**src/rtl/usb_spi_pkg.sv**
```systemverilog
// Shared types for the multi-channel SPI master: FSM state encoding and the
// per-transfer {CPOL,CPHA} mode pair.
package usb_spi_pkg;

  typedef enum logic [2:0] {
    IDLE,
    SETUP,
    SHIFT,
    HELD,
    HOLD,
    GAP
  } spi_state_t;

  typedef struct packed {
    logic cpol;
    logic cpha;
  } spi_mode_t;

  // Width of a select index; a single-slave build still needs one bit.
  function automatic int ss_width(input int num_ss);
    return (num_ss > 1) ? $clog2(num_ss) : 1;
  endfunction

endpackage

```
**src/rtl/spi_half_tick.sv**
```systemverilog
// Half-period timer: pulses tick once every CLK_DIV enabled cycles and
// restarts a full half-period each time enable rises.
module spi_half_tick #(
  parameter int CLK_DIV = 4
) (
  input  logic clk,
  input  logic rst_n,
  input  logic en,
  output logic tick
);

  localparam int CW = (CLK_DIV > 1) ? $clog2(CLK_DIV) : 1;
  localparam logic [CW-1:0] LAST = CW'(CLK_DIV - 1);

  logic [CW-1:0] cnt_reg;

  assign tick = en && (cnt_reg == LAST);

  // Held at the reload value while disabled, so every enable rise starts a
  // complete half-period; the count never wraps except through this reload.
  always_ff @(posedge clk or negedge rst_n) begin
    if (!rst_n) begin
      cnt_reg <= '0;
    end else if (!en || tick) begin
      cnt_reg <= '0;
    end else begin
      cnt_reg <= cnt_reg + 1'b1;
    end
  end

endmodule

```
**src/rtl/usb_spi_master_mc.sv**
```systemverilog
// Multi-channel SPI master: command/response handshake, per-command mode,
// chip-select bursts with implicit close on a select change.
module usb_spi_master_mc
  import usb_spi_pkg::*;
#(
  parameter int DATA_W  = 8,
  parameter int NUM_SS  = 2,
  parameter int CLK_DIV = 4,
  parameter int SS_W    = ss_width(NUM_SS)
) (
  input  logic              Clk,
  input  logic              reset_rtl_0,
  input  logic              cmd_valid,
  output logic              cmd_ready,
  input  logic [DATA_W-1:0] cmd_data,
  input  logic [SS_W-1:0]   cmd_ss,
  input  logic [1:0]        cmd_mode,
  input  logic              cmd_last,
  output logic              rsp_valid,
  output logic [DATA_W-1:0] rsp_data,
  output logic              rsp_err,
  output logic              busy,
  output logic              spi_sclk,
  output logic              spi_mosi,
  input  logic              spi_miso,
  output logic [NUM_SS-1:0] spi_ss_n
);

  localparam int HW = $clog2(2 * DATA_W + 1);
  localparam logic [HW-1:0] HALF_LAST = HW'(2 * DATA_W - 1);

  spi_state_t state_reg, state_next;

  spi_mode_t         mode_reg;
  logic [SS_W-1:0]   ss_reg;
  logic              last_reg;
  logic              err_reg;
  logic [DATA_W-1:0] tx_reg;
  logic [DATA_W-1:0] rx_reg;
  logic [HW-1:0]     half_reg;
  logic              done_reg;

  logic              pend_reg;
  logic [DATA_W-1:0] pend_data_reg;
  logic [SS_W-1:0]   pend_ss_reg;
  spi_mode_t         pend_mode_reg;
  logic              pend_last_reg;

  logic              sclk_reg;
  logic              mosi_reg;
  logic [NUM_SS-1:0] ss_n_reg;
  logic              rsp_valid_reg;
  logic [DATA_W-1:0] rsp_data_reg;
  logic              rsp_err_reg;

  logic              tick_en;
  logic              tick;
  logic              accept;
  logic              same_ss;
  logic              load_setup;
  logic              load_shift;
  logic              close_req;
  logic              shift_tick;
  logic              shift_edge;
  logic              sample_edge;
  logic              last_half;

  logic [DATA_W-1:0] src_data;
  logic [SS_W-1:0]   src_ss;
  spi_mode_t         src_mode;
  logic              src_last;
  logic              src_err;
  logic [NUM_SS-1:0] ss_dec;

  spi_half_tick #(
    .CLK_DIV(CLK_DIV)
  ) u_half_tick (
    .clk  (Clk),
    .rst_n(reset_rtl_0),
    .en   (tick_en),
    .tick (tick)
  );

  // A command deferred by an implicit close is replayed from the pending
  // registers when GAP ends; every other load takes the live command.
  assign src_data = (state_reg == GAP) ? pend_data_reg : cmd_data;
  assign src_ss   = (state_reg == GAP) ? pend_ss_reg   : cmd_ss;
  assign src_mode = (state_reg == GAP) ? pend_mode_reg : spi_mode_t'(cmd_mode);
  assign src_last = (state_reg == GAP) ? pend_last_reg : cmd_last;
  assign src_err  = (int'(src_ss) >= NUM_SS);

  for (genvar gi = 0; gi < NUM_SS; gi++) begin : g_ss_dec
    assign ss_dec[gi] = (src_ss != SS_W'(gi));
  end

  assign accept     = cmd_valid && cmd_ready;
  assign same_ss    = (cmd_ss == ss_reg);
  assign load_setup = ((state_reg == IDLE) && accept) ||
                      ((state_reg == GAP) && tick && pend_reg);
  assign load_shift = (state_reg == HELD) && accept && same_ss;
  assign close_req  = (state_reg == HELD) && accept && !same_ss;

  // Even half-periods end on the leading SCLK edge; CPHA picks which of the
  // two edges samples MISO and which advances MOSI.
  assign shift_tick  = (state_reg == SHIFT) && tick;
  assign shift_edge  = shift_tick && (half_reg[0] != mode_reg.cpha);
  assign sample_edge = shift_tick && (half_reg[0] == mode_reg.cpha);
  assign last_half   = shift_tick && (half_reg == HALF_LAST);

  always_ff @(posedge Clk or negedge reset_rtl_0) begin
    if (!reset_rtl_0) begin
      state_reg <= IDLE;
    end else begin
      state_reg <= state_next;
    end
  end

  always_comb begin
    state_next = state_reg;
    case (state_reg)
      IDLE:    if (cmd_valid) state_next = SETUP;
      SETUP:   if (tick) state_next = SHIFT;
      SHIFT:   if (last_half) state_next = last_reg ? HOLD : HELD;
      HELD:    if (cmd_valid) state_next = same_ss ? SHIFT : HOLD;
      HOLD:    if (tick) state_next = GAP;
      GAP:     if (tick) state_next = pend_reg ? SETUP : IDLE;
      default: state_next = IDLE;
    endcase
  end

  always_comb begin
    cmd_ready = (state_reg == IDLE) || (state_reg == HELD);
    busy      = (state_reg != IDLE);
    tick_en   = (state_reg == SETUP) || (state_reg == SHIFT) ||
                (state_reg == HOLD)  || (state_reg == GAP);
  end

  always_ff @(posedge Clk or negedge reset_rtl_0) begin
    if (!reset_rtl_0) begin
      mode_reg      <= '0;
      ss_reg        <= '0;
      last_reg      <= 1'b0;
      err_reg       <= 1'b0;
      tx_reg        <= '0;
      rx_reg        <= '0;
      half_reg      <= '0;
      done_reg      <= 1'b0;
      pend_reg      <= 1'b0;
      pend_data_reg <= '0;
      pend_ss_reg   <= '0;
      pend_mode_reg <= '0;
      pend_last_reg <= 1'b0;
      sclk_reg      <= 1'b0;
      mosi_reg      <= 1'b0;
      ss_n_reg      <= '1;
      rsp_valid_reg <= 1'b0;
      rsp_data_reg  <= '0;
      rsp_err_reg   <= 1'b0;
    end else begin
      // The last sample lands on the final half-period; the response is
      // published one cycle later from the completed receive register.
      done_reg      <= last_half;
      rsp_valid_reg <= done_reg;
      rsp_err_reg   <= done_reg && err_reg;
      if (done_reg) begin
        rsp_data_reg <= rx_reg;
      end

      if (state_reg != SHIFT) begin
        half_reg <= '0;
      end else if (tick) begin
        half_reg <= half_reg + 1'b1;
      end

      if (shift_tick) begin
        sclk_reg <= ~sclk_reg;
      end
      if (sample_edge) begin
        rx_reg <= {rx_reg[DATA_W-2:0], spi_miso};
      end
      if (shift_edge) begin
        mosi_reg <= tx_reg[DATA_W-1];
        tx_reg   <= tx_reg << 1;
      end

      if (load_setup) begin
        ss_reg   <= src_ss;
        mode_reg <= src_mode;
        last_reg <= src_last;
        err_reg  <= src_err;
        sclk_reg <= src_mode.cpol;
        ss_n_reg <= ss_dec;
        if (!src_mode.cpha) begin
          mosi_reg <= src_data[DATA_W-1];
          tx_reg   <= src_data << 1;
        end else begin
          tx_reg   <= src_data;
        end
        if (state_reg == GAP) begin
          pend_reg <= 1'b0;
        end
      end

      // Continuing a burst keeps the select and mode already in force.
      if (load_shift) begin
        last_reg <= cmd_last;
        if (!mode_reg.cpha) begin
          mosi_reg <= cmd_data[DATA_W-1];
          tx_reg   <= cmd_data << 1;
        end else begin
          tx_reg   <= cmd_data;
        end
      end

      if (close_req) begin
        pend_reg      <= 1'b1;
        pend_data_reg <= cmd_data;
        pend_ss_reg   <= cmd_ss;
        pend_mode_reg <= spi_mode_t'(cmd_mode);
        pend_last_reg <= cmd_last;
      end

      if ((state_reg == HOLD) && tick) begin
        ss_n_reg <= '1;
      end
    end
  end

  assign spi_sclk  = sclk_reg;
  assign spi_mosi  = mosi_reg;
  assign spi_ss_n  = ss_n_reg;
  assign rsp_valid = rsp_valid_reg;
  assign rsp_data  = rsp_data_reg;
  assign rsp_err   = rsp_err_reg;

endmodule

```
**config.mk**
```make
export PLATFORM = sky130hd
export DESIGN_NAME = usb_spi_master_mc
export DESIGN_NICKNAME = d
export VERILOG_FILES = /design/src/rtl/usb_spi_pkg.sv /design/src/rtl/spi_half_tick.sv /design/src/rtl/usb_spi_master_mc.sv
export SDC_FILE = /design/constraint.sdc
export NUM_CORES = 1
export LEC_CHECK = 0
export BUFFER_PORTS_ARGS = -buffer_cell sky130_fd_sc_hd__clkbuf_2
export CAP_MARGIN = 20
export CORE_MARGIN = 2
export CORE_UTILIZATION = 50
export DETAILED_ROUTE_END_ITERATION = 8
export GPL_TIMING_DRIVEN = 1
export HOLD_SLACK_MARGIN = 0.05
export PLACE_DENSITY_LB_ADDON = 0.15
export SLEW_MARGIN = 10
export SYNTH_ARGS = -nofsm -noshare
export SYNTH_HDL_FRONTEND = slang
export SYNTH_SLANG_ARGS = --single-unit
export TNS_END_PERCENT = 100
```
**constraint.sdc**
```tcl
create_clock -name Clk -period 3.6 [get_ports Clk]
set_input_delay 0.72 -clock Clk [delete_from_list [all_inputs] [get_ports Clk]]
set_output_delay 0.72 -clock Clk [all_outputs]
set_load 0.02 [all_outputs]
```
==> summary.md, run 1 <==
| Metric | Value |
|---|---|
| Status | finished clean |
| Post-synth ARST share | 1.00 |
| Hold WC Path Type | reg2reg |
| Final wirelength | 5610 um |
| First-pass GRT wire length | roughly 9500 um |
| TNS Setup | 0 ns |
| Critical path origin | state_reg[0]$_DFFE_PN0P_ |
| Critical Path RT | approximately 2.9 ns |
| Core ar. | about 5600 um2 |
| Worst R2R Setup Slack | 1.35 ns |
| CTS Root Cell | clkbuf_8 |
| CTS Hold Bufs | 0 |
| Average cell area after synthesis | approximately 11 um2 |
| Via count | ~2000 |
| Worst EP arrival | 1.53 ns |
| CTS Buf Count | 5 |
| Die Footprint | roughly 6400 um2 |
| Post-Synthesis Cells | 258 |
| Layout cell share with drive strength beyond 1 | 0.261 |
| Initial Util | 0.522 |
| RSZ-0062 raised after global routing | false |
| Area Growth Syn to Fin | 8.59% |
| Detailed Place HPWL | 3850 um |
| Skew final | between 0.008 and 0.009 ns |
| P_leak | roughly 1.5 nW |
| Worst skew pair latency | just over 0.3 ns |
| DRC viols | 0 |
| Avg Vias per Cell | ~5.6 |
| Final Cell Area | ~3200 um2 |
| Clk slew on worst S/H paths | 0.10 ns |
| H-tree levels | 2 |
| PwrDens | around 660 nW/um2 |
| Register bit count reported by yosys | 56 |
| Endpoint type of the worst setup path | output pin |
| Critical R2R Capture | pend_data_reg[4]$_DFFE_PN0P_ |
| Max Clk Rate | between 400 and 500 MHz |
| Slowest CP cell | dfrtp_1 |
| Vias in the first global route | 1944 |
| Initial antenna violation count | 0 |
| Final hold viol count | 0 |
| CP Buf/Inv Count | 1 |
| CTS max path bufs | 2 |
| GR Overflow Total | 0 |
| Dominant synthesized flop cell | dfrtp_1 |
| Die span in x | ~80 um |
| Worst vdd ir | 0.448 mV |
| Drt wl/cell | around 16 um |
| Yosys cell types | 50 |
| Clock tree sinks | 56 |
| Largest net degree at the start of global routing | 31 |
| Routability cong. | approximately 0.79 |
| Crit-path cells | or3_1 > clkbuf_2 |
| Tmin final | 2.25 ns |
| PortBufs | 30 |
| Total stage count of the critical path | 2 |
| Pins over their slew limit | 0 |
| Max_cap viols | 0 |
| Crit-path leading delay family | flip-flops |
| I/O pins | 32 |
| Total Routing Usage GR | 0.191 |
| PostCTS Resize Cnt | 0 |
| Violation count after the first detailed-route iteration | 120 |
| Register area share after synthesis | 0.482 |
| Crit start category | flop |
| Post-synth EDFFs | 0 |
| Worst reg-to-reg path cell count | 4 |
| CTS tree | done |
| Ant. Diodes | 0 |
| ANT nets after route | 0 |
| Period Utilization, post-route | 0.625 |
| Synthesized area | slightly below 3000 um2 |
| Post-place instance area | roughly 3100 um2 |
| TritonRoute pass-1 iters | 4 |
| Nets@finish | a little under 300 |
| Worst-margin pin slew | ~0.77 ns |
| Launching point of the worst reg2reg path | state_reg[0]$_DFFE_PN0P_ |
| Crit path to | busy |
| Rows | 27 |
| Net Count, Synth | roughly 280 |
| Finish-stage setup viols | 0 |
| Die span in y | roughly 80 um |
| Relative max-transition margin | 0.489 |
| Postcts setup bufs | 0 |
| Critical path class | reg2out |
| Slowest stage delay, CP | ~0.61 ns |
| Total of warnings raised by yosys | 0 |
| Critical path fanouts, max | 21 |
Yosys cell counts (3+ instances only):
cell type | n | area, um2
o21ai_0 | 3 | 15.0
mux2_1 | 4 | 45.0
nor2_1 | 32 | 120
nand2_1 | 11 | 41.3
xor2_1 | 6 | 52.6
and3_1 | 5 | 31.3
ha_1 | 3 | 37.5
buf_2 | 5 | 25.0
o32ai_1 | 7 | 61.3
mux2_4 | 8 | 120
a221oi_1 | 7 | 61.3
clkbuf_1 | 8 | 30.0
a21oi_1 | 5 | 25.0
mux2i_1 | 24 | 240
and2_1 | 3 | 18.8
buf_4 | 4 | 30.0
dfrtp_1 | 54 | 1350
inv_1 | 8 | 30.0
mux2_2 | 16 | 180
a211oi_1 | 4 | 30.0
worst register-to-register path, cell delays in order (launching register included):
cell      delay (ns)
dfrtp_1         0.73
nand4b_1        0.24
nor2_1          0.55
buf_4           0.29
mux2_2          0.34
per-layer routing:
| layer | up-vias | global-route usage | share of wire | wire [um] |
|---|---|---|---|---|
| li1 | 961 | - | - | - |
| met1 | 977 | 0.268 | 0.50 | 2820 |
| met2 | 42 | 0.298 | 0.45 | 2540 |
| met3 | 6 | 0.0393 | 0.034 | 190 |
| met4 | 0 | 0.0593 | 0.0093 | 52 |
| met5 | - | 0 | 0 | 0 |
power by group:
part	switching [mW]	internal, mW
registers	0.229	0.822
logic	0.346	0.352
clock network	0.211	0.140
total	0.786	1.31
layout make-up:
type | count | area, um2
Fill cell | 474 | 2410
Sequential cell | 56 | 1400
Multi-Input combinational cell | 175 | 1380
Timing Repair Buffer | 32 | 165
Tap cell | 72 | 90.1
Clock buffer | 5 | 68.8
Inverter | 9 | 33.8
Clock inverter | 3 | 22.5
stage by stage:
stage | utilization | setup slack, ns | std cells | power [mW] | hold slack, ns
after CTS | 0.567 | 1.31 | 352 | 2.11 | 0.442
final | 0.567 | 1.35 | 352 | 2.10 | 0.439
after detailed placement | 0.551 | 1.30 | 344 | 1.76 | 0.426
after global placement | 0.551 | 1.34 | 344 | 1.75 | 0.424
after floorplan | - | 1.69 | 258 | 1.59 | 0.352
after global routing | 0.567 | 1.10 | 352 | 2.25 | 0.461
how the worst min path moves through the flow:
| stage | startpoint | to | slack [ns] | depth (start not counted) |
|---|---|---|---|---|
| 2_1_floorplan | done_reg$_DFF_PN0_ | rsp_valid$_DFF_PN0_ | 0.35 | 0 |
| 3_3_place_gp | u_half_tick.cnt_reg[0]$_DFF_PN0_ | u_half_tick.cnt_reg[0]$_DFF_PN0_ | 0.42 | 1 |
| 3_5_place_dp | u_half_tick.cnt_reg[0]$_DFF_PN0_ | u_half_tick.cnt_reg[0]$_DFF_PN0_ | 0.43 | 1 |
| 4_1_cts | u_half_tick.cnt_reg[0]$_DFF_PN0_ | u_half_tick.cnt_reg[0]$_DFF_PN0_ | 0.44 | 1 |
| 5_1_grt | u_half_tick.cnt_reg[0]$_DFF_PN0_ | u_half_tick.cnt_reg[0]$_DFF_PN0_ | 0.46 | 1 |
| 6_report | u_half_tick.cnt_reg[0]$_DFF_PN0_ | u_half_tick.cnt_reg[0]$_DFF_PN0_ | 0.44 | 1 |
cells in the final DEF (no fill, tap or decap), drive strengths merged, types with 3 or more instances in the layout:
master  Yosys  final
dfrtp      54     54
clkbuf      8     35
nor2       32     32
mux2       28     28
mux2i      24     24
nand2      11     11
inv         9     10
o32ai       7      7
a221oi      7      7
xor2        6      6
a21oi       6      6
and3        5      5
a211oi      4      4
o21ai       4      4
and2        3      3
ha          3      3
nand3       3      3
cell families (layout without fill, tap and decap cells):
group / Yosys count / after routing / share of synthesized area
adder cells (fa/ha/maj): 3 / 3 / 0.0129
XOR/XNOR: 8 / 8 / 0.0241
multiplexers: 52 / 52 / 0.201
AND/OR/NAND/NOR: 71 / 71 / 0.124
flip-flops: 56 / 56 / 0.482
AO/OA/AOI/OAI: 40 / 40 / 0.110
buffers and inverters: 27 / 49 / 0.0447
other: 1 / 1 / 0.00129
(Power assumes the default switching activity.)
==> inputs of run 2 (changes only) <==
==> constraint.sdc (replaced) <==
create_clock -name Clk -period 2.3 [get_ports Clk]
set_input_delay 0.46 -clock Clk [delete_from_list [all_inputs] [get_ports Clk]]
set_output_delay 0.46 -clock Clk [all_outputs]
set_load 0.02 [all_outputs]
==> summary.md, run 2 (synthesized netlist as in run 1, its figures left out) <==
| Metric | Value |
|---|---|
| Violation count after the first detailed-route iteration | approximately 120 |
| DRC viols | 0 |
| Initial antenna violation count | 0 |
| CTS tree | done |
| Final wirelength | about 5800 um |
| Crit start category | flop |
| Slowest CP cell | dfrtp_1 |
| Rows | 27 |
| Drt wl/cell | approximately 16 um |
| Endpoint type of the worst setup path | output pin |
| Worst-margin pin slew | 0.656 ns |
| Slowest stage delay, CP | between 0.4 and 0.5 ns |
| PostCTS Resize Cnt | 0 |
| Total Routing Usage GR | 0.198 |
| Worst vdd ir | 0.434 mV |
| CTS Hold Bufs | 0 |
| CTS Buf Count | 5 |
| Final hold viol count | 0 |
| PortBufs | 30 |
| Commonest cells after routing, fill and taps aside | dfrtp_1 (54), nor2_1 (32), clkbuf_2 (30) |
| Worst R2R Setup Slack | just under 0.4 ns |
| Clock tree sinks | 56 |
| Relative max-transition margin | 0.563 |
| Critical path fanouts, max | 13 |
| TritonRoute pass-1 iters | 4 |
| Pins over their slew limit | 0 |
| P_leak | about 1.6 nW |
| CTS Root Cell | clkbuf_8 |
| Tmin final | 1.98 ns |
| Max_cap viols | 0 |
| Max Clk Rate | 504 MHz |
| First-pass GRT wire length | between 9000 and 10000 um |
| CP Buf/Inv Count | 2 |
| Nets@finish | between 300 and 400 |
| Period Utilization, post-route | 0.862 |
| RSZ-0062 raised after global routing | false |
| PwrDens | a little over 1000 nW/um2 |
| Die Footprint | approximately 6400 um2 |
| Routability cong. | approximately 0.83 |
| Post-place instance area | ~3100 um2 |
| FILL cells | 475 |
| Commonest non-fill, non-tap cell in the layout | dfrtp_1 |
| Layout cell share with drive strength beyond 1 | 0.278 |
| Ant. Diodes | 0 |
| Final Cell Area | 3230 um2 |
| Worst EP arrival | between 1.5 and 2 ns |
| Vias in the first global route | about 2000 |
| Clk slew on worst S/H paths | 0.11 ns |
| CTS max path bufs | 2 |
| TNS Setup | 0 ns |
| Worst skew pair latency | around 0.31 ns |
| Crit-path cells | buf_4 > or3_1 > clkbuf_2 |
| GR Overflow Total | 0 |
| Status | finished clean |
| Largest net degree at the start of global routing | 33 |
| Via count | about 2000 |
| Postcts setup bufs | 0 |
| Area Growth Syn to Fin | 11.0% |
| Finish-stage setup viols | 0 |
| Core ar. | between 5000 and 6000 um2 |
| Initial Util | 0.522 |
| Crit-path leading delay family | flip-flops |
| I/O pins | 32 |
| Skew final | 0.0100 ns |
| H-tree levels | 2 |
| Die span in y | roughly 80 um |
| Hold WC Path Type | in2async |
| Detailed Place HPWL | just over 4000 um |
| Critical Path RT | 1.84 ns |
| Critical path class | reg2out |
| Avg Vias per Cell | 5.59 |
| ANT nets after route | 0 |
| Die span in x | approximately 80 um |
-- run 2: area by class of cell --
class	instances	area (um2)	area share
Tap cell	72	90.1	0.0279
Timing Repair Buffer	40	238	0.0736
Clock inverter	2	16.3	0.00503
Multi-Input combinational cell	175	1380	0.426
Inverter	9	33.8	0.0105
Clock buffer	6	72.6	0.0225
Sequential cell	56	1400	0.434
-- run 2: metal layers --
layer  GRT usage  wire length (um)  up-vias  part of all wire
met5           0                 0        -                 0
met2       0.299              2630       44              0.45
met3      0.0416               212        2             0.037
met4      0.0475                27        0            0.0047
li1            -                 -      980                 -
met1       0.291              2910      988              0.50
-- run 2: final timing paths --
path                                                   from                                to  depth (start not counted)
setup / recovery                   state_reg[0]$_DFFE_PN0P_                              busy                          3
hold / removal                                  reset_rtl_0           rsp_data[5]$_DFFE_PN0P_                          1
setup reg to reg                   state_reg[2]$_DFFE_PN0P_             tx_reg[7]$_DFFE_PN0P_                          4
hold reg to reg            u_half_tick.cnt_reg[0]$_DFF_PN0_  u_half_tick.cnt_reg[0]$_DFF_PN0_                          1
max in group asynchronous                       reset_rtl_0          state_reg[0]$_DFFE_PN0P_                          2
min in group Clk                                   spi_miso             rx_reg[0]$_DFFE_PN0P_                          2
-- run 2: report_power, final --
group	total, mW	switching (mW)	internal [mW]	leakage, nW
registers	1.60	0.315	1.29	0.705
logic	1.20	0.607	0.594	0.825
clock network	0.542	0.325	0.218	0.0414
-- run 2: stage by stage --
| stage | setup slack, ns | std cells | hold slack [ns] | utilization | power (mW) |
|---|---|---|---|---|---|
| floorplan | 0.541 | 258 | 0.164 | - | 2.48 |
| global placement | 0.362 | 352 | 0.432 | 0.564 | 2.80 |
| detailed placement | 0.395 | 352 | 0.435 | 0.564 | 2.82 |
| finish | 0.318 | 360 | 0.160 | 0.580 | 3.34 |
| global route | 0.189 | 360 | 0.207 | 0.580 | 3.60 |
| CTS | 0.303 | 360 | 0.181 | 0.580 | 3.37 |
